===== src/rtl/geofence_pkg.sv =====
`default_nettype none
// ============================================================================
//  Module   : geofence_pkg
//  Purpose  : Shared constants for the geofence feeder: coordinate widths,
//             group size, the dummy hexagon and the slot-phase encoding.
//  Revision : 1.0  initial release
// ============================================================================
package geofence_pkg;

    localparam int COORD_W       = 10;
    localparam int WORD_W        = 2 * COORD_W;
    localparam int PTS_PER_GROUP = 7;

    localparam logic [2:0] LAST_IDX = 3'd6;

    localparam logic [1:0] SLOT_T = 2'd0;
    localparam logic [1:0] SLOT_R = 2'd1;
    localparam logic [1:0] WAIT   = 2'd2;

    // Receivers run clockwise, so every cross product about receiver 1 is
    // negative and the core's sorter never has to swap anything.
    localparam logic [COORD_W-1:0] DUMMY_X [PTS_PER_GROUP] =
        '{10'd512, 10'd30, 10'd10, 10'd30, 10'd70, 10'd90, 10'd70};
    localparam logic [COORD_W-1:0] DUMMY_Y [PTS_PER_GROUP] =
        '{10'd3,   10'd10, 10'd50, 10'd90, 10'd90, 10'd50, 10'd10};

    function automatic logic [WORD_W-1:0] dummy_word(input logic [2:0] idx);
        return {DUMMY_X[idx], DUMMY_Y[idx]};
    endfunction

endpackage
`default_nettype wire


===== src/rtl/geofence_fetch.sv =====
`default_nettype none
// ============================================================================
//  Module   : geofence_fetch
//  Purpose  : Reads one 7-word group from sync-read memory into a buffer.
//  Revision : 1.0  initial release
// ============================================================================
module geofence_fetch
    import geofence_pkg::*;
#(
    parameter int AW = 12
) (
    input  logic              clk,
    input  logic              reset,
    input  logic              clear,
    input  logic              launch,
    input  logic [AW-1:0]     launch_addr,
    input  logic              drain,
    input  logic [2:0]        rd_idx,
    output logic [WORD_W-1:0] rd_word,
    output logic              mem_rd,
    output logic [AW-1:0]     mem_addr,
    input  logic [WORD_W-1:0] mem_data,
    output logic              busy,
    output logic              full
);

    logic              active_q, active_d;
    logic [2:0]        rd_cnt_q, rd_cnt_d;
    logic [AW-1:0]     addr_q, addr_d;
    logic              cap_v_q, cap_v_d;
    logic [2:0]        cap_idx_q, cap_idx_d;
    logic              full_q, full_d;
    logic [WORD_W-1:0] pts_q [PTS_PER_GROUP];
    logic [WORD_W-1:0] pts_d [PTS_PER_GROUP];

    always_comb begin
        active_d  = active_q;
        rd_cnt_d  = rd_cnt_q;
        addr_d    = addr_q;
        full_d    = full_q;
        pts_d     = pts_q;
        cap_v_d   = active_q;
        cap_idx_d = rd_cnt_q;

        if (active_q) begin
            addr_d   = addr_q + AW'(1);
            rd_cnt_d = rd_cnt_q + 3'd1;
            if (rd_cnt_q == LAST_IDX) begin
                active_d = 1'b0;
            end
        end else if (launch) begin
            active_d = 1'b1;
            addr_d   = launch_addr;
            rd_cnt_d = 3'd0;
        end

        // Memory answers one cycle after the strobe
        if (cap_v_q) begin
            pts_d[cap_idx_q] = mem_data;
            if (cap_idx_q == LAST_IDX) begin
                full_d = 1'b1;
            end
        end

        if (drain) begin
            full_d = 1'b0;
        end

        if (clear) begin
            active_d = 1'b0;
            cap_v_d  = 1'b0;
            full_d   = 1'b0;
        end
    end

    always_ff @(posedge clk) begin
        if (reset) begin
            active_q  <= 1'b0;
            rd_cnt_q  <= 3'd0;
            addr_q    <= '0;
            cap_v_q   <= 1'b0;
            cap_idx_q <= 3'd0;
            full_q    <= 1'b0;
        end else begin
            active_q  <= active_d;
            rd_cnt_q  <= rd_cnt_d;
            addr_q    <= addr_d;
            cap_v_q   <= cap_v_d;
            cap_idx_q <= cap_idx_d;
            full_q    <= full_d;
        end
        pts_q <= pts_d;
    end

    assign rd_word  = pts_q[rd_idx];
    assign mem_rd   = active_q;
    assign mem_addr = addr_q;
    assign busy     = active_q | cap_v_q;
    assign full     = full_q;

endmodule
`default_nettype wire


===== src/rtl/geofence_feeder.sv =====
`default_nettype none
// ============================================================================
//  Module   : geofence_feeder
//  Purpose  : Sequences point groups into the geofence core in lock-step with
//             its slot phase and turns core results into indexed results.
//  Revision : 1.0  initial release
// ============================================================================
module geofence_feeder
    import geofence_pkg::*;
#(
    parameter int AW      = 12,
    parameter int TIMEOUT = 1023
) (
    input  logic                clk,
    input  logic                reset,
    input  logic                start,
    input  logic [AW-1:0]       base_addr,
    input  logic [7:0]          num_groups,
    output logic                mem_rd,
    output logic [AW-1:0]       mem_addr,
    input  logic [WORD_W-1:0]   mem_data,
    output logic [COORD_W-1:0]  X,
    output logic [COORD_W-1:0]  Y,
    input  logic                core_valid,
    input  logic                core_inside,
    output logic                res_valid,
    output logic                res_inside,
    output logic [7:0]          res_index,
    output logic                busy,
    output logic                done,
    output logic                err
);

    localparam int             WCW       = $clog2(TIMEOUT + 2);
    localparam logic [WCW-1:0] C_TIMEOUT = WCW'(TIMEOUT);

    logic [1:0]        phase_q, phase_d;
    logic [2:0]        idx_q, idx_d;
    logic              slot_real_q, slot_real_d;
    logic [7:0]        slot_tag_q, slot_tag_d;
    logic              job_q, job_d;
    logic [7:0]        num_q, num_d;
    logic [7:0]        fetched_q, fetched_d;
    logic [7:0]        drained_q, drained_d;
    logic [7:0]        res_cnt_q, res_cnt_d;
    logic [AW-1:0]     next_addr_q, next_addr_d;
    logic [WCW-1:0]    wait_cnt_q, wait_cnt_d;
    logic              err_q, err_d;
    logic              done_q, done_d;
    logic              res_valid_q, res_valid_d;
    logic              res_inside_q, res_inside_d;
    logic [7:0]        res_index_q, res_index_d;

    logic              launch, drain, abort;
    logic              f_busy, f_full;
    logic [WORD_W-1:0] f_word, out_word;

    always_comb begin
        phase_d      = phase_q;
        idx_d        = idx_q;
        slot_real_d  = slot_real_q;
        slot_tag_d   = slot_tag_q;
        job_d        = job_q;
        num_d        = num_q;
        fetched_d    = fetched_q;
        drained_d    = drained_q;
        res_cnt_d    = res_cnt_q;
        next_addr_d  = next_addr_q;
        wait_cnt_d   = wait_cnt_q;
        err_d        = err_q;
        done_d       = 1'b0;
        res_valid_d  = 1'b0;
        res_inside_d = res_inside_q;
        res_index_d  = res_index_q;
        launch       = 1'b0;
        drain        = 1'b0;
        abort        = 1'b0;

        // Slot contents are decided once, on the edge into SLOT_T
        case (phase_q)
            SLOT_T: begin
                phase_d = SLOT_R;
                idx_d   = 3'd1;
            end
            SLOT_R: begin
                if (idx_q == LAST_IDX) begin
                    phase_d = WAIT;
                end else begin
                    idx_d = idx_q + 3'd1;
                end
            end
            default: begin
                if (core_valid) begin
                    phase_d = SLOT_T;
                    idx_d   = 3'd0;
                    if (job_q && f_full) begin
                        slot_real_d = 1'b1;
                        slot_tag_d  = drained_q;
                        drained_d   = drained_q + 8'd1;
                        drain       = 1'b1;
                    end else begin
                        slot_real_d = 1'b0;
                    end
                end
            end
        endcase

        if (phase_q == WAIT && !core_valid) begin
            if (wait_cnt_q <= C_TIMEOUT) begin
                wait_cnt_d = wait_cnt_q + WCW'(1);
            end
        end else begin
            wait_cnt_d = '0;
        end

        if (phase_q == WAIT && core_valid && slot_real_q && job_q) begin
            res_valid_d  = 1'b1;
            res_inside_d = core_inside;
            res_index_d  = slot_tag_q;
        end

        if (job_q) begin
            if (res_valid_q) begin
                res_cnt_d = res_cnt_q + 8'd1;
                if (res_cnt_q == num_q - 8'd1) begin
                    done_d = 1'b1;
                    job_d  = 1'b0;
                end
            end
            if (phase_q == WAIT && !core_valid && wait_cnt_q == C_TIMEOUT) begin
                abort       = 1'b1;
                job_d       = 1'b0;
                err_d       = 1'b1;
                slot_real_d = 1'b0;
            end
            // Never refill while a real slot is still reading the buffer
            launch = job_d && !f_busy && !f_full && (fetched_q != num_q)
                     && !(slot_real_q && phase_q != WAIT);
            if (launch) begin
                fetched_d   = fetched_q + 8'd1;
                next_addr_d = next_addr_q + AW'(PTS_PER_GROUP);
            end
        end else if (start) begin
            err_d = 1'b0;
            if (num_groups == 8'd0) begin
                done_d = 1'b1;
            end else begin
                job_d       = 1'b1;
                num_d       = num_groups;
                next_addr_d = base_addr;
                fetched_d   = 8'd0;
                drained_d   = 8'd0;
                res_cnt_d   = 8'd0;
            end
        end
    end

    always_ff @(posedge clk) begin
        if (reset) begin
            phase_q      <= SLOT_T;
            idx_q        <= 3'd0;
            slot_real_q  <= 1'b0;
            slot_tag_q   <= 8'd0;
            job_q        <= 1'b0;
            num_q        <= 8'd0;
            fetched_q    <= 8'd0;
            drained_q    <= 8'd0;
            res_cnt_q    <= 8'd0;
            next_addr_q  <= '0;
            wait_cnt_q   <= '0;
            err_q        <= 1'b0;
            done_q       <= 1'b0;
            res_valid_q  <= 1'b0;
            res_inside_q <= 1'b0;
            res_index_q  <= 8'd0;
        end else begin
            phase_q      <= phase_d;
            idx_q        <= idx_d;
            slot_real_q  <= slot_real_d;
            slot_tag_q   <= slot_tag_d;
            job_q        <= job_d;
            num_q        <= num_d;
            fetched_q    <= fetched_d;
            drained_q    <= drained_d;
            res_cnt_q    <= res_cnt_d;
            next_addr_q  <= next_addr_d;
            wait_cnt_q   <= wait_cnt_d;
            err_q        <= err_d;
            done_q       <= done_d;
            res_valid_q  <= res_valid_d;
            res_inside_q <= res_inside_d;
            res_index_q  <= res_index_d;
        end
    end

    geofence_fetch #(
        .AW (AW)
    ) u_fetch (
        .clk         (clk),
        .reset       (reset),
        .clear       (abort),
        .launch      (launch),
        .launch_addr (next_addr_q),
        .drain       (drain),
        .rd_idx      (idx_q),
        .rd_word     (f_word),
        .mem_rd      (mem_rd),
        .mem_addr    (mem_addr),
        .mem_data    (mem_data),
        .busy        (f_busy),
        .full        (f_full)
    );

    always_comb begin
        if (phase_q == WAIT) begin
            out_word = dummy_word(3'd0);
        end else if (slot_real_q) begin
            out_word = f_word;
        end else begin
            out_word = dummy_word(idx_q);
        end
    end

    assign X          = out_word[WORD_W-1:COORD_W];
    assign Y          = out_word[COORD_W-1:0];
    assign res_valid  = res_valid_q;
    assign res_inside = res_inside_q;
    assign res_index  = res_index_q;
    assign busy       = job_q;
    assign done       = done_q;
    assign err        = err_q;

endmodule
`default_nettype wire

===== config.mk =====
export PLATFORM = sky130hd
export DESIGN_NAME = geofence_feeder
export DESIGN_NICKNAME = d
export VERILOG_FILES = /design/src/rtl/geofence_pkg.sv /design/src/rtl/geofence_fetch.sv /design/src/rtl/geofence_feeder.sv
export SDC_FILE = /design/constraint.sdc
export NUM_CORES = 1
export LEC_CHECK = 0
export BUFFER_PORTS_ARGS = -buffer_cell sky130_fd_sc_hd__buf_2
export CORE_MARGIN = 2
export CORE_UTILIZATION = 66
export CTS_BUF_LIST = sky130_fd_sc_hd__clkbuf_8
export DETAILED_ROUTE_END_ITERATION = 16
export GPL_TIMING_DRIVEN = 0
export PLACE_DENSITY = 0.87
export SLEW_MARGIN = 20
export SYNTH_ARGS = -nofsm -noshare
export SYNTH_HDL_FRONTEND = slang
export SYNTH_SLANG_ARGS = --single-unit

===== constraint.sdc =====
create_clock -name clk -period 4.1 [get_ports clk]
set_input_delay 0.82 -clock clk [delete_from_list [all_inputs] [get_ports clk]]
set_output_delay 0.82 -clock clk [all_outputs]
set_load 0.05 [all_outputs]

=== After elaboration in Yosys (flattened, before gate mapping) ===
Memories as Yosys holds them, arrays and structs flattened.
Index checks and enable logic that the tools add are counted.

* Multiplexer cells: 67
* $lt $le $gt $ge: 4
* Bitwise operators: 7
* Eq/ne operators: 15
* Reductions and logical operators: 33
* Add/subtract/negate cells: 9

{| class="wikitable"
|+ Operator list
! operator !! count
|-
| 140-bit bitwise mux || 1
|-
| 20-bit 2-to-1 mux || 5
|-
| 8-bit 2-to-1 mux || 12
|-
| 12-bit 2-to-1 mux || 6
|-
| 20-bit binary-select mux with 3-bit select || 1
|-
| 20-bit demux with 3-bit select || 1
|-
| 10-bit 2-to-1 mux || 4
|-
| 1-bit 2-to-1 mux || 29
|-
| 8-bit by 1-bit adder with 8-bit output (second input constant) || 3
|-
| 12-bit by 1-bit adder with 12-bit output (second input constant) || 1
|-
| 12-bit by 3-bit adder with 12-bit output (second input constant) || 1
|-
| 1-bit logical AND || 12
|-
| 3-bit 2-to-1 mux || 4
|-
| 3-bit AND reduction || 4
|-
| 11-bit by 1-bit adder with 11-bit output (second input constant) || 1
|-
| 11-bit by 10-bit == test with 1-bit output (second input constant) || 1
|-
| 11-bit by 10-bit <= comparator with 1-bit output (second input constant) || 1
|-
| 3-bit == test (second input constant) || 3
|-
| 8-bit == test || 1
|-
| 4-bit greater-or-equal comparator (second input constant) || 2
|-
| 8-bit zero test || 1
|-
| 2-bit inequality test (second input constant) || 4
|-
| 8-bit inequality test || 1
|-
| 3-bit inverter with 4-bit output || 2
|-
| 18 further kinds || 34
|}

* Input port bits: 45
* ROM bits: 160
* Memories: 2
* Register bits after elaboration: 243
* Output and inout port bits: 46

{| class="wikitable"
|+ Memories
! memory !! depth !! width !! read ports !! clocked after Yosys merged registers in !! wr ports !! line !! RTL
|-
| (no name shown) || 8 || 10 || 1 || 0 || 0 || geofence_pkg.sv:28 || <nowiki>return {DUMMY_X[idx], DUMMY_Y[idx]};</nowiki>
|-
| (no name shown) || 8 || 10 || 1 || 0 || 0 || geofence_pkg.sv:28 ||
|}

=== Logic depth before layout (Yosys ltp) ===
Gate-level depths: netlist (run 1).

* Word-level depth: 13
* Depth in mapped cells: 12

=== Modules after synthesis ===
From an unflattened synthesis (run 1), not the netlist that was laid out.

* Cell total of the unflattened synthesis: 970
* Area total of the unflattened synthesis: 10830.4 um^2

{| class="wikitable"
|+ Modules (own cells, without submodules)
! module !! area an instance (um^2) !! instances !! sequential area each (um^2) !! cells an instance
|-
| geofence_fetch || 6391.1 || 1 || 4624.4 || 412
|-
| geofence_feeder || 4439.3 || 1 || 1641.6 || 558
|}

=== Worst setup path before layout (run 1) ===
OpenSTA, ideal clock, no wires.

* Kind: register to output
* Start: register idx_q[1]
* End: output X[1]
* Data required time: 3.280 ns
* Slack: 0.548 ns
* Cell stages (with the launch flop): 8
* Data arrival time: 2.732 ns
* Path buffers: 2
* Cell sequence: dfxtp_1 > buf_2 > buf_1 > inv_1 > ha_1 > nor2_1 > a211oi_1 > a311oi_1

* Longest elaborated chain between the ends: 6
* Elaborated cells between the ends (all ways): 9

{| class="wikitable"
|+ Ends and longest elaborated chain
! item !! line !! RTL
|-
| start, declared || geofence_feeder.sv:38 || <nowiki>logic [2:0] idx_q, idx_d;</nowiki>
|-
| start signal, assigned || geofence_feeder.sv:178 || <nowiki>idx_q <= idx_d;</nowiki>
|-
| 3-bit inverter with 4-bit output (implied by the code) * || geofence_pkg.sv:28, geofence_fetch.sv:95 ||
|-
| memory 8 x 10 bit / 20-bit binary-select mux with 3-bit select (equally long branches) || -- ||
|-
| 10-bit 2-to-1 mux (implied by the code) / 20-bit 2-to-1 mux (equally long branches) (2 in a row) || geofence_pkg.sv:28, geofence_fetch.sv:95 ||
|-
| 20-bit 2-to-1 mux * || geofence_feeder.sv:217 || <nowiki>end else if (slot_real_q) begin</nowiki>
|-
| 20-bit 2-to-1 mux * || geofence_feeder.sv:215 || <nowiki>if (phase_q == WAIT) begin</nowiki>
|-
| end, declared || geofence_feeder.sv:22 || <nowiki>output logic [COORD_W-1:0] X,</nowiki>
|}

Every way passes the cells marked *; elsewhere a longest branch is shown, timed or not. The select of a mux whose other input is x is not followed.

=== Worst setup path after layout (run 1) ===
* Start: register idx_q[1]
* End: output Y[3]

* Longest elaborated chain between the ends: 6
* Elaborated cells between the ends (all ways): 9

{| class="wikitable"
|+ Ends and longest elaborated chain
! item !! line !! RTL
|-
| 3-bit inverter with 4-bit output (implied by the code) * || geofence_pkg.sv:28, geofence_fetch.sv:95 ||
|-
| memory 8 x 10 bit / 20-bit binary-select mux with 3-bit select (equally long branches) || -- ||
|-
| 10-bit 2-to-1 mux (implied by the code) / 20-bit 2-to-1 mux (equally long branches) (2 in a row) || geofence_pkg.sv:28, geofence_fetch.sv:95 ||
|-
| 20-bit 2-to-1 mux * || geofence_feeder.sv:217 ||
|-
| 20-bit 2-to-1 mux * || geofence_feeder.sv:215 ||
|-
| end, declared || geofence_feeder.sv:23 || <nowiki>output logic [COORD_W-1:0] Y,</nowiki>
|}

Marked as above.

==> out/qor.tcl, run 1 <==
set qor(cts.root.buffer_cell) {clkbuf_8}
set qor(leakagePower_nw) 4.38
set qor(cts_max_path_buffers) 3
set qor(layout_worst_path_cycle_share) 0.960
set qor(ys.flop_type) {edfxtp_1}
set qor(crit_buf_inv) 4
set qor(path_class) {reg -> out}
set qor(clkLatencyLatePin_ns) 0.54
set qor(cell_family_with_most_cp_delay) {buffers and inverters}
set qor(setup_total_negative_slack_ns) 0
set qor(timing.critical_path.mode_cell) {buf_2}
set qor(holdCritPathClass) {reg -> reg}
set qor(maxCapViolations) 0
set qor(layout.cells.non_filler) 1288
set qor(row_count) 46
set qor(critical_path.max_fanout) 10
set qor(initial_utilization) 0.667
set qor(power_density_nw_per_um2) 432
set qor(fp.dieW_um) 130
set qor(synth_edf_count) 140
set qor(design.die.area_um2) 16900
set qor(yosys.cell_types.count) 63
set qor(yosysWarnings) 0
set qor(ys_seq_area_frac) 0.598
set qor(final.setup.worst_slack_ns) 0.164
set qor(final_standard_cell_utilization_of_the_core) 0.772
set qor(dp_hpwl_mm) 16.2
set qor(vias_per_inst) 6.22
set qor(setup.worst_path.end_class) {primary output}
set qor(drtPass1Iterations) 6
set qor(detailed_route_wire_length_mm) 25.4
set qor(post_layout_minimum_cycle_time_ns) 3.94
set qor(grt_pass1_wl_mm) 39.4
set qor(place.gp.congestion) 0.852
set qor(numCtsBuffers) 40
set qor(critical_path.slowest_cell) {a2111oi_1}
set qor(antenna_violations_before_repair) 2
set qor(first_global_vias) 7730
set qor(fin_nets) 1100
set qor(worst_path_largest_cell_delay_ns) 0.59
set qor(power.ir.vdd_worst_mv) 0.348
set qor(boundaryPins) 91
set qor(footprint_of_the_multi_input_gates_um2) 3960
set qor(result_of_the_run) {complete, no violations}
set qor(finalSetupViolCount) 0
set qor(layout_commonest_cell) {edfxtp_1}
set qor(flow.area_growth_from_synthesis_pct) 15.7
set qor(grt_setup_unrepaired) {no}
set qor(drc_errors_left) 0
set qor(filler_cell_count) 942
set qor(yosys_register_bits) 243
set qor(drc_violation_total_after_the_first_tritonroute_iteration) 899
set qor(synthDominantCellAreaShare) 0.401
set qor(placedInstanceArea_um2) 11300
set qor(finClkSkew_ns) 0.0258
set qor(via_count) 8009
set qor(final_antenna_violating_net_count) 0
set qor(global_route.usage.total) 0.303
set qor(total_power_mw) 5.23
set qor(finalHoldViolations) 0
set qor(mappedNetlistArea_um2) 10500
set qor(final_max_slew_viol_count) 0
set qor(yosys.area.top_type) {edfxtp_1}
set qor(wire_per_inst_um) 19.8
set qor(post_synth_inst_count) 903
set qor(final_cell_mix) {140 x edfxtp_1, 103 x dfxtp_1, 102 x nor2_1, 97 x buf_2, 83 x nand2_1}
set qor(detailedPlace.worstSlack_ns) 0.355
set qor(relSlewSlack) 0.461
set qor(cts.sinks) 243
set qor(synth_area_per_cell_um2) 11.6
set qor(netlist_top_cells_area) {edfxtp_1 40%, dfxtp_1 20%, mux4_2 4.1%, nor2_1 3.8%, a21oi_1 3.2%}
set qor(worst_ep_arrival_time_ns) 3.12
set qor(die_y_um) 130
set qor(gr_overflow_total) 0
set qor(finished_cell_area_um2) 12100
set qor(cts-htree-levels) 2
set qor(drive_above_1_share) 0.200
set qor(final-seq-area_um2) 6270
set qor(cts.clk_slew.worst_paths_ns) 0.07
set qor(timing.fmax_mhz) 254
set qor(async_reset_ff_frac) 0
set qor(worst_hold_slack_ns) 0.464
set qor(place.port_buffers) 90
set qor(dp.cells) 1214
set qor(worst_max_slew_pin_slew_ns) 0.806
set qor(core_area_um2) 15700
set qor(maximum_number_of_pins_on_one_net_before_global_route_repair) 22
set qor(startpoint_kind_of_the_worst_setup_timing_path) {flop}
set qor(mappedNetlistNets) 963
set qor(tritoncts) {done}
set qor(crit_path_cell_trace) {buf_2 -> buf_2 -> inv_1 -> ha_1 -> a2111oi_1 -> o21bai_1 -> buf_2}
set qor(critical_path_required_ns) 3.28
-- sequential cells by signal (all words and copies together) (netlist names), 8 cells and up --
signal and flops:
drained_q 8, fetched_q 8, next_addr_q 12, num_q 8, res_cnt_q 8, res_index 8
slot_tag_q 8, u_fetch.mem_addr 12, u_fetch.pts_q 140, wait_cnt_q 11
-- final cells by class --
type,count,area share
diodes,1,0.000206
inverters,19,0.00588
clock buffers,46,0.0522
repair buffers,95,0.0421
clock inverters,27,0.0142
plain buffers,49,0.0197
multi-input cells,592,0.326
flip-flops and latches,243,0.517
well taps,216,0.0223
-- where the power goes --
group / switching (mW) / internal (mW)
Clock: 0.959 / 1.16
Sequential: 0.0415 / 2.62
Combinational: 0.299 / 0.160
Total: 1.30 / 3.93
-- worst register-to-register path: stages, from the launching register on --
cell and delay (ns):
dfxtp_1 0.46, inv_1 0.08, ha_1 0.24, nand2b_1 0.18, o211a_1 0.13, o31ai_1 0.25
nand4_2 0.23, and2_1 0.29, buf_4 0.20, buf_4 0.19, a22oi_1 0.17, a21oi_1 0.08
-- cells by family (layout without fill, tap and decap cells) --
kind of cell | count (synthesis) | count (layout) | synth area share
xor gates and xnor gates | 41 | 41 | 0.0343
and+or+nand+nor | 316 | 316 | 0.147
muxes | 54 | 54 | 0.0744
AOI/OAI and AO/OA | 166 | 166 | 0.0997
buffers and inverters | 68 | 236 | 0.0287
DFF | 243 | 243 | 0.598
adders and majority gates | 15 | 15 | 0.0179
other | 0 | 1 | 0
-- what timing repair did --
| item | in CTS | in global routing |
|---|---|---|
| setup buffers | 0 | 0 |
| gates resized for setup | 2 | 8 |
| pin swaps | 0 | 0 |
| hold buffers | 0 | 0 |
| endpoints found under the setup margin | 11 | 9 |
-- cells in the mapped netlist (6+ instances only) --
cell / number
a211oi_1: 20
a21oi_1: 68
a221oi_1: 7
and3_1: 12
buf_1: 8
buf_2: 6
clkbuf_1: 28
dfxtp_1: 103
edfxtp_1: 140
ha_1: 15
inv_1: 18
mux2i_1: 34
mux4_2: 19
nand2_1: 83
nand2b_1: 10
nand3_1: 22
nand3b_1: 10
nand4_1: 13
nor2_1: 107
nor2b_1: 10
nor3_1: 15
o211ai_1: 10
o21ai_0: 28
or3_1: 6
xnor2_1: 18
xor2_1: 23
-- path summary, 6_finish.rpt --
kind / start / endpoint / slack (ns) / cells after the start
hold reg to reg: slot_tag_q[2]$_SDFFE_PP0P_ / slot_tag_q[2]$_SDFFE_PP0P_ / 0.46 / 2
hold / removal: slot_tag_q[2]$_SDFFE_PP0P_ / slot_tag_q[2]$_SDFFE_PP0P_ / 0.46 / 2
setup reg to reg: num_q[1]$_SDFFE_PP0P_ / u_fetch.mem_addr[1]$_SDFFE_PP0P_ / 1.46 / 11
setup / recovery: idx_q[1]$_SDFFE_PP0P_ / Y[3] / 0.16 / 7
-- metal layers --
metal / part of all wire / track usage / vias to the layer above
met1: 0.40 / 0.405 / 3902
li1: - / - / 3582
met3: 0.084 / 0.0615 / 66
met4: 0.029 / 0.132 / 2
met2: 0.49 / 0.487 / 457
met5: 0.00059 / 0 / -
No activity file was read; power rests on OpenSTA's default activity.
==> inputs of run 2 (changes only) <==
Settings changed: CORE_MARGIN 2 to default.
==> run 2 against run 1 <==
  * The flow now finishes with violations (negative setup slack)
  * Setup slack got worse by 0.19 ns
  * Clock skew is 0.012 ns lower
  * Hold slack lost 0.0043 ns
  * Design area decreased by 0.63%
  * Die area is 3.1% lower
  * Critical endpoint is now Y[5]
  * Fmax shrank 4.6%
  * Sequential share of layout area up 0.33 points
  * Highest routed layer is now met4
  * Sequential cell count unchanged
  * Global-route usage increased by 1.4 points
==> out/qor.tcl, run 2 (same netlist as run 1, synthesis figures left out) <==
set qor(result_of_the_run) {finished with violations}
set qor(violations) {negative setup slack}
set qor(final.setup.worst_slack_ns) -0.0242
set qor(finalSetupViolCount) 1
set qor(cts.sinks) 243
set qor(cts.root.buffer_cell) {clkbuf_8}
set qor(wire_per_inst_um) 19.7
set qor(grt_setup_unrepaired) {yes}
set qor(setup.worst_path.end_class) {primary output}
set qor(filler_cell_count) 908
set qor(layout_worst_path_cycle_share) 1.01
set qor(detailedPlace.worstSlack_ns) 0.308
set qor(crit_buf_inv) 4
set qor(fp.dieW_um) 128
set qor(drc_errors_left) 0
set qor(layout.cells.non_filler) 1282
set qor(detailed_route_wire_length_mm) 25.3
set qor(finClkSkew_ns) 0.0134
set qor(worst_path_largest_cell_delay_ns) 0.55
set qor(core_area_um2) 15400
set qor(hold_path_stages) 2
set qor(power.ir.vdd_worst_mv) 0.334
set qor(global_route.usage.total) 0.317
set qor(post_layout_minimum_cycle_time_ns) 4.12
set qor(vias_per_inst) 6.19
set qor(maximum_number_of_pins_on_one_net_before_global_route_repair) 22
set qor(power_density_nw_per_um2) 423
set qor(boundaryPins) 91
set qor(dp_hpwl_mm) 16.1
set qor(final-seq-area_um2) 6270
set qor(design.die.area_um2) 16400
set qor(first_global_vias) 7673
set qor(initial_utilization) 0.682
set qor(final_max_slew_viol_count) 0
set qor(crit_path_cell_trace) {clkbuf_1 -> buf_2 -> clkbuf_1 -> o21ai_0 -> a211oi_1 -> buf_2}
set qor(layout_commonest_cell) {edfxtp_1}
set qor(detailroute.wirelength.met3_mm) 2.09
set qor(startpoint_kind_of_the_worst_setup_timing_path) {flop}
set qor(die_y_um) 128
set qor(cell_family_with_most_cp_delay) {buffers and inverters}
set qor(r2r_cells) 9
set qor(via_count) 7930
set qor(largest_register_ff_count) 140
set qor(place.port_buffers) 90
set qor(met2_length_mm) 12.1
set qor(flow.area_growth_from_synthesis_pct) 14.9
set qor(stages_on_worst_setup_path) 6
set qor(met1_length_mm) 10.2
set qor(cts.clk_slew.worst_paths_ns) 0.06
set qor(row_count) 45
set qor(critical_path.max_fanout) 10
set qor(cts_max_path_buffers) 3
set qor(cts-htree-levels) 2
set qor(antenna_violations_before_repair) 1
set qor(timing.fmax_mhz) 242
set qor(drc_violation_total_after_the_first_tritonroute_iteration) 827
set qor(fin_nets) 1098
set qor(gr_overflow_total) 0
set qor(final_cell_mix) {140 x edfxtp_1, 103 x dfxtp_1, 102 x nor2_1, 98 x buf_2, 83 x nand2_1}
set qor(regMostFlops) {u_fetch.pts_q}
set qor(clkLatencyLatePin_ns) 0.54
set qor(finalHoldViolations) 0
set qor(holdCritPathClass) {reg -> reg}
set qor(numCtsBuffers) 39
set qor(place.gp.congestion) 0.859
set qor(maxCapViolations) 0
set qor(critical_path.slowest_cell) {clkbuf_1}
set qor(drtPass1Iterations) 6
set qor(footprint_of_the_multi_input_gates_um2) 3970
set qor(leakagePower_nw) 4.33
set qor(relSlewSlack) 0.448
set qor(tritoncts) {done}
set qor(critical_path_required_ns) 3.28
set qor(final_standard_cell_utilization_of_the_core) 0.784
set qor(path_class) {reg -> out}
set qor(worst_max_slew_pin_slew_ns) 0.824
set qor(routed.top_layer) {met4}
set qor(final_antenna_violating_net_count) 0
set qor(setup_total_negative_slack_ns) -0.0242
set qor(drive_above_1_share) 0.195
set qor(worst_ep_arrival_time_ns) 3.30
set qor(grt_pass1_wl_mm) 39.2
set qor(dp.cells) 1208
set qor(total_power_mw) 5.09
## run 2: cell count changes in the layout (fill, tap and decap cells not counted), moves of 2 or more
cell,previous run,this run
clkinv_1,3,5
clkbuf_2,4,2
clkinvlp_4,2,4
clkbuf_8,46,43
## run 2: where the power goes
part,switching (mW),internal (mW)
combinational,0.297,0.159
sequential,0.0422,2.62
clock,0.948,1.03
## run 2: what timing repair did
item | 4_1_cts | 5_1_grt
endpoints found under the setup margin | 10 | 8
hold buffers | 0 | 0
setup buffers | 0 | 0
resized for setup | 4 | 3
## run 2: worst min-delay path, stage by stage (launching register included)
cell     delay [ns]
dfxtp_1        0.31
nand2_1        0.05
a21oi_1        0.05
## run 2: cell type report
type                            instances  area share
Antenna cell                            2    0.000415
Buffer                                 49      0.0194
Clock buffer                           43      0.0491
Clock inverter                         29      0.0126
Inverter                               19     0.00623
Multi-Input combinational cell        592       0.329
Sequential cell                       243       0.520
Tap cell                              211      0.0219
Timing Repair Buffer                   94      0.0408
## run 2: per-stage QoR
step           cell area (um2)  hold slack (ns)
2_1_floorplan            10500            0.436
3_3_place_gp             11200            0.447
3_5_place_dp             11300            0.451
6_report                 12000            0.460
4_1_cts                  12000            0.462
5_1_grt                  12000            0.483
## run 2: path summary, 6_finish.rpt
path	startpoint	endpoint	slack (ns)
max reg2reg	num_q[1]$_SDFFE_PP0P_	u_fetch.mem_addr[4]$_SDFFE_PP0P_	1.48
max	idx_q[0]$_SDFFE_PP0P_	Y[5]	-0.02
min	slot_tag_q[0]$_SDFFE_PP0P_	slot_tag_q[0]$_SDFFE_PP0P_	0.46
min reg2reg	slot_tag_q[0]$_SDFFE_PP0P_	slot_tag_q[0]$_SDFFE_PP0P_	0.46
## run 2: metal layers
metal,vias up,GRT usage
met1,3783,0.420
met4,0,0.156
met5,-,0
met2,463,0.504
li1,3597,-
met3,87,0.0647
==> inputs of run 3 (changes only) <==
Settings changed: CELL_PAD_IN_SITES_DETAIL_PLACEMENT from default to 0, CELL_PAD_IN_SITES_GLOBAL_PLACEMENT from default to 1, CORE_UTILIZATION 66 to 54, PLACE_DENSITY 0.87 to default, PLACE_DENSITY_LB_ADDON from default to 0.1.
==> run 3 against run 2 <==
  * Non-clock buffer count grew 1
  * Critical path depth up 1
  * Combinational power decreased by 2%
  * Hold slack got worse by 0.0071 ns
  * Fmax grew 6.2%
  * Via count decreased by 7.4%
  * Global-route usage shrank 7.0 points
  * Design area is 0.74% higher
  * Largest cell class unchanged
  * Setup slack better by 0.24 ns
  * The run now ends clean
  * Largest power group unchanged
  * Clock skew increased by 0.00054 ns
  * Core utilization decreased by 14 points
  * Sequential power is essentially flat
==> out/qor.tcl, run 3 (same netlist as run 1, synthesis figures left out) <==
set qor(tritoncts) {done}
set qor(final_max_slew_viol_count) 0
set qor(worst_max_slew_pin_slew_ns) 0.789
set qor(maxCapViolations) 0
set qor(result_of_the_run) {complete, no violations}
set qor(drc_violation_total_after_the_first_tritonroute_iteration) 413
set qor(finClkSkew_ns) 0.0140
set qor(cts-htree-levels) 2
set qor(finalHoldViolations) 0
set qor(worst_ep_arrival_time_ns) 3.06
set qor(antenna_violations_before_repair) 0
set qor(total_power_mw) 5.16
set qor(final_antenna_violating_net_count) 0
set qor(drive_above_1_share) 0.195
set qor(cts.sinks) 243
set qor(critical_path.max_fanout) 10
set qor(detailed_route_wire_length_mm) 24.0
set qor(die_y_um) 141
set qor(timing.fmax_mhz) 257
set qor(power.ir.vdd_worst_mv) 0.210
set qor(holdCritPathClass) {reg -> reg}
set qor(largest_register_ff_count) 140
set qor(cts_max_path_buffers) 3
set qor(dp_hpwl_mm) 16.1
set qor(startpoint_kind_of_the_worst_setup_timing_path) {flop}
set qor(dp.cells) 1258
set qor(path_class) {reg -> out}
set qor(finished_cell_area_um2) 12100
set qor(place.port_buffers) 90
set qor(cts.root.buffer_cell) {clkbuf_8}
set qor(setup.worst_path.end_class) {primary output}
set qor(cts.clk_slew.worst_paths_ns) 0.05
set qor(global_route.usage.total) 0.247
set qor(grt_setup_unrepaired) {no}
set qor(place.gp.congestion) 0.833
set qor(wire_per_inst_um) 18.0
set qor(layout_worst_path_cycle_share) 0.947
set qor(via_count) 7343
set qor(boundaryPins) 91
set qor(layout_commonest_cell) {edfxtp_1}
set qor(finalSetupViolCount) 0
set qor(drtPass1Iterations) 5
set qor(core_area_um2) 18900
set qor(initial_utilization) 0.555
set qor(drc_errors_left) 0
set qor(first_global_vias) 7061
set qor(fp.dieW_um) 141
set qor(grt_pass1_wl_mm) 37.6
set qor(timing.reg2reg.setup_slack_ns) 1.47
set qor(final_cell_mix) {140 x edfxtp_1, 103 x dfxtp_1, 102 x nor2_1, 98 x buf_2, 83 x nand2_1}
set qor(placedInstanceArea_um2) 11300
set qor(relSlewSlack) 0.472
set qor(num_antenna_cells) 0
set qor(power_density_nw_per_um2) 425
set qor(layout.cells.non_filler) 1332
set qor(design.die.area_um2) 20000
set qor(final_standard_cell_utilization_of_the_core) 0.642
set qor(row_count) 50
set qor(post_layout_minimum_cycle_time_ns) 3.88
set qor(footprint_of_the_multi_input_gates_um2) 3960
set qor(regMostFlops) {u_fetch.pts_q}
set qor(maximum_number_of_pins_on_one_net_before_global_route_repair) 22
set qor(setup_total_negative_slack_ns) 0
set qor(critical_path_required_ns) 3.28
set qor(fin_nets) 1100
set qor(vias_per_inst) 5.51
set qor(filler_cell_count) 1547
set qor(gr_overflow_total) 0
set qor(flow.area_growth_from_synthesis_pct) 15.8
set qor(clkLatencyLatePin_ns) 0.54
set qor(numCtsBuffers) 40
set qor(hold_buffers) 0
set qor(final-seq-area_um2) 6270
set qor(leakagePower_nw) 4.36
## run 3: layer usage
| metal | global-route usage | vias to the layer above | wire, um |
|---|---|---|---|
| li1 | - | 3593 | - |
| met1 | 0.321 | 3500 | 10500 |
| met2 | 0.419 | 208 | 11800 |
| met3 | 0.0499 | 42 | 1320 |
| met4 | 0.0715 | 0 | 452 |
| met5 | 0 | - | 0 |
## run 3: critical path, cell delays in order, from the launching register on
cell	delay (ns)
dfxtp_1	0.42
clkbuf_1	0.46
clkinv_1	0.48
ha_1	0.38
nor2b_1	0.14
a211oi_1	0.24
a211oi_1	0.12
buf_2	0.27
## run 3: report_power, final
part           internal (mW)  switching, mW
logic                  0.158          0.288
clock network           1.10          0.957
registers               2.62         0.0412
## run 3: path summary, 6_finish.rpt
check | start | end | cells after the start
hold reg to reg | slot_tag_q[0]$_SDFFE_PP0P_ | slot_tag_q[0]$_SDFFE_PP0P_ | 2
setup reg to reg | num_q[0]$_SDFFE_PP0P_ | u_fetch.mem_addr[4]$_SDFFE_PP0P_ | 10
setup / recovery | idx_q[0]$_SDFFE_PP0P_ | Y[5] | 7
hold / removal | slot_tag_q[0]$_SDFFE_PP0P_ | slot_tag_q[0]$_SDFFE_PP0P_ | 2
## run 3: through the flow
step	worst slack (ns)	hold WS [ns]
final	0.216	0.453
after CTS	0.0328	0.457
after global routing	0.0307	0.485
after floorplan	0.548	0.436
after global placement	0.275	0.450
after detailed placement	0.310	0.449
## run 3: timing repair
item                       4_1_cts  5_1_grt
setup buffers                    0        0
resized for setup                4        2
setup endpoints to repair        7        2
pin swaps                        0        0
## run 3: layout make-up
type                       count  area share
buffer                        49      0.0193
multi-input combinational    592       0.327
tap                          260      0.0268
sequential                   243       0.516
inverter                      19     0.00588
timing repair buffer          95      0.0405
clock buffer                  46      0.0522
clock inverter                28      0.0125
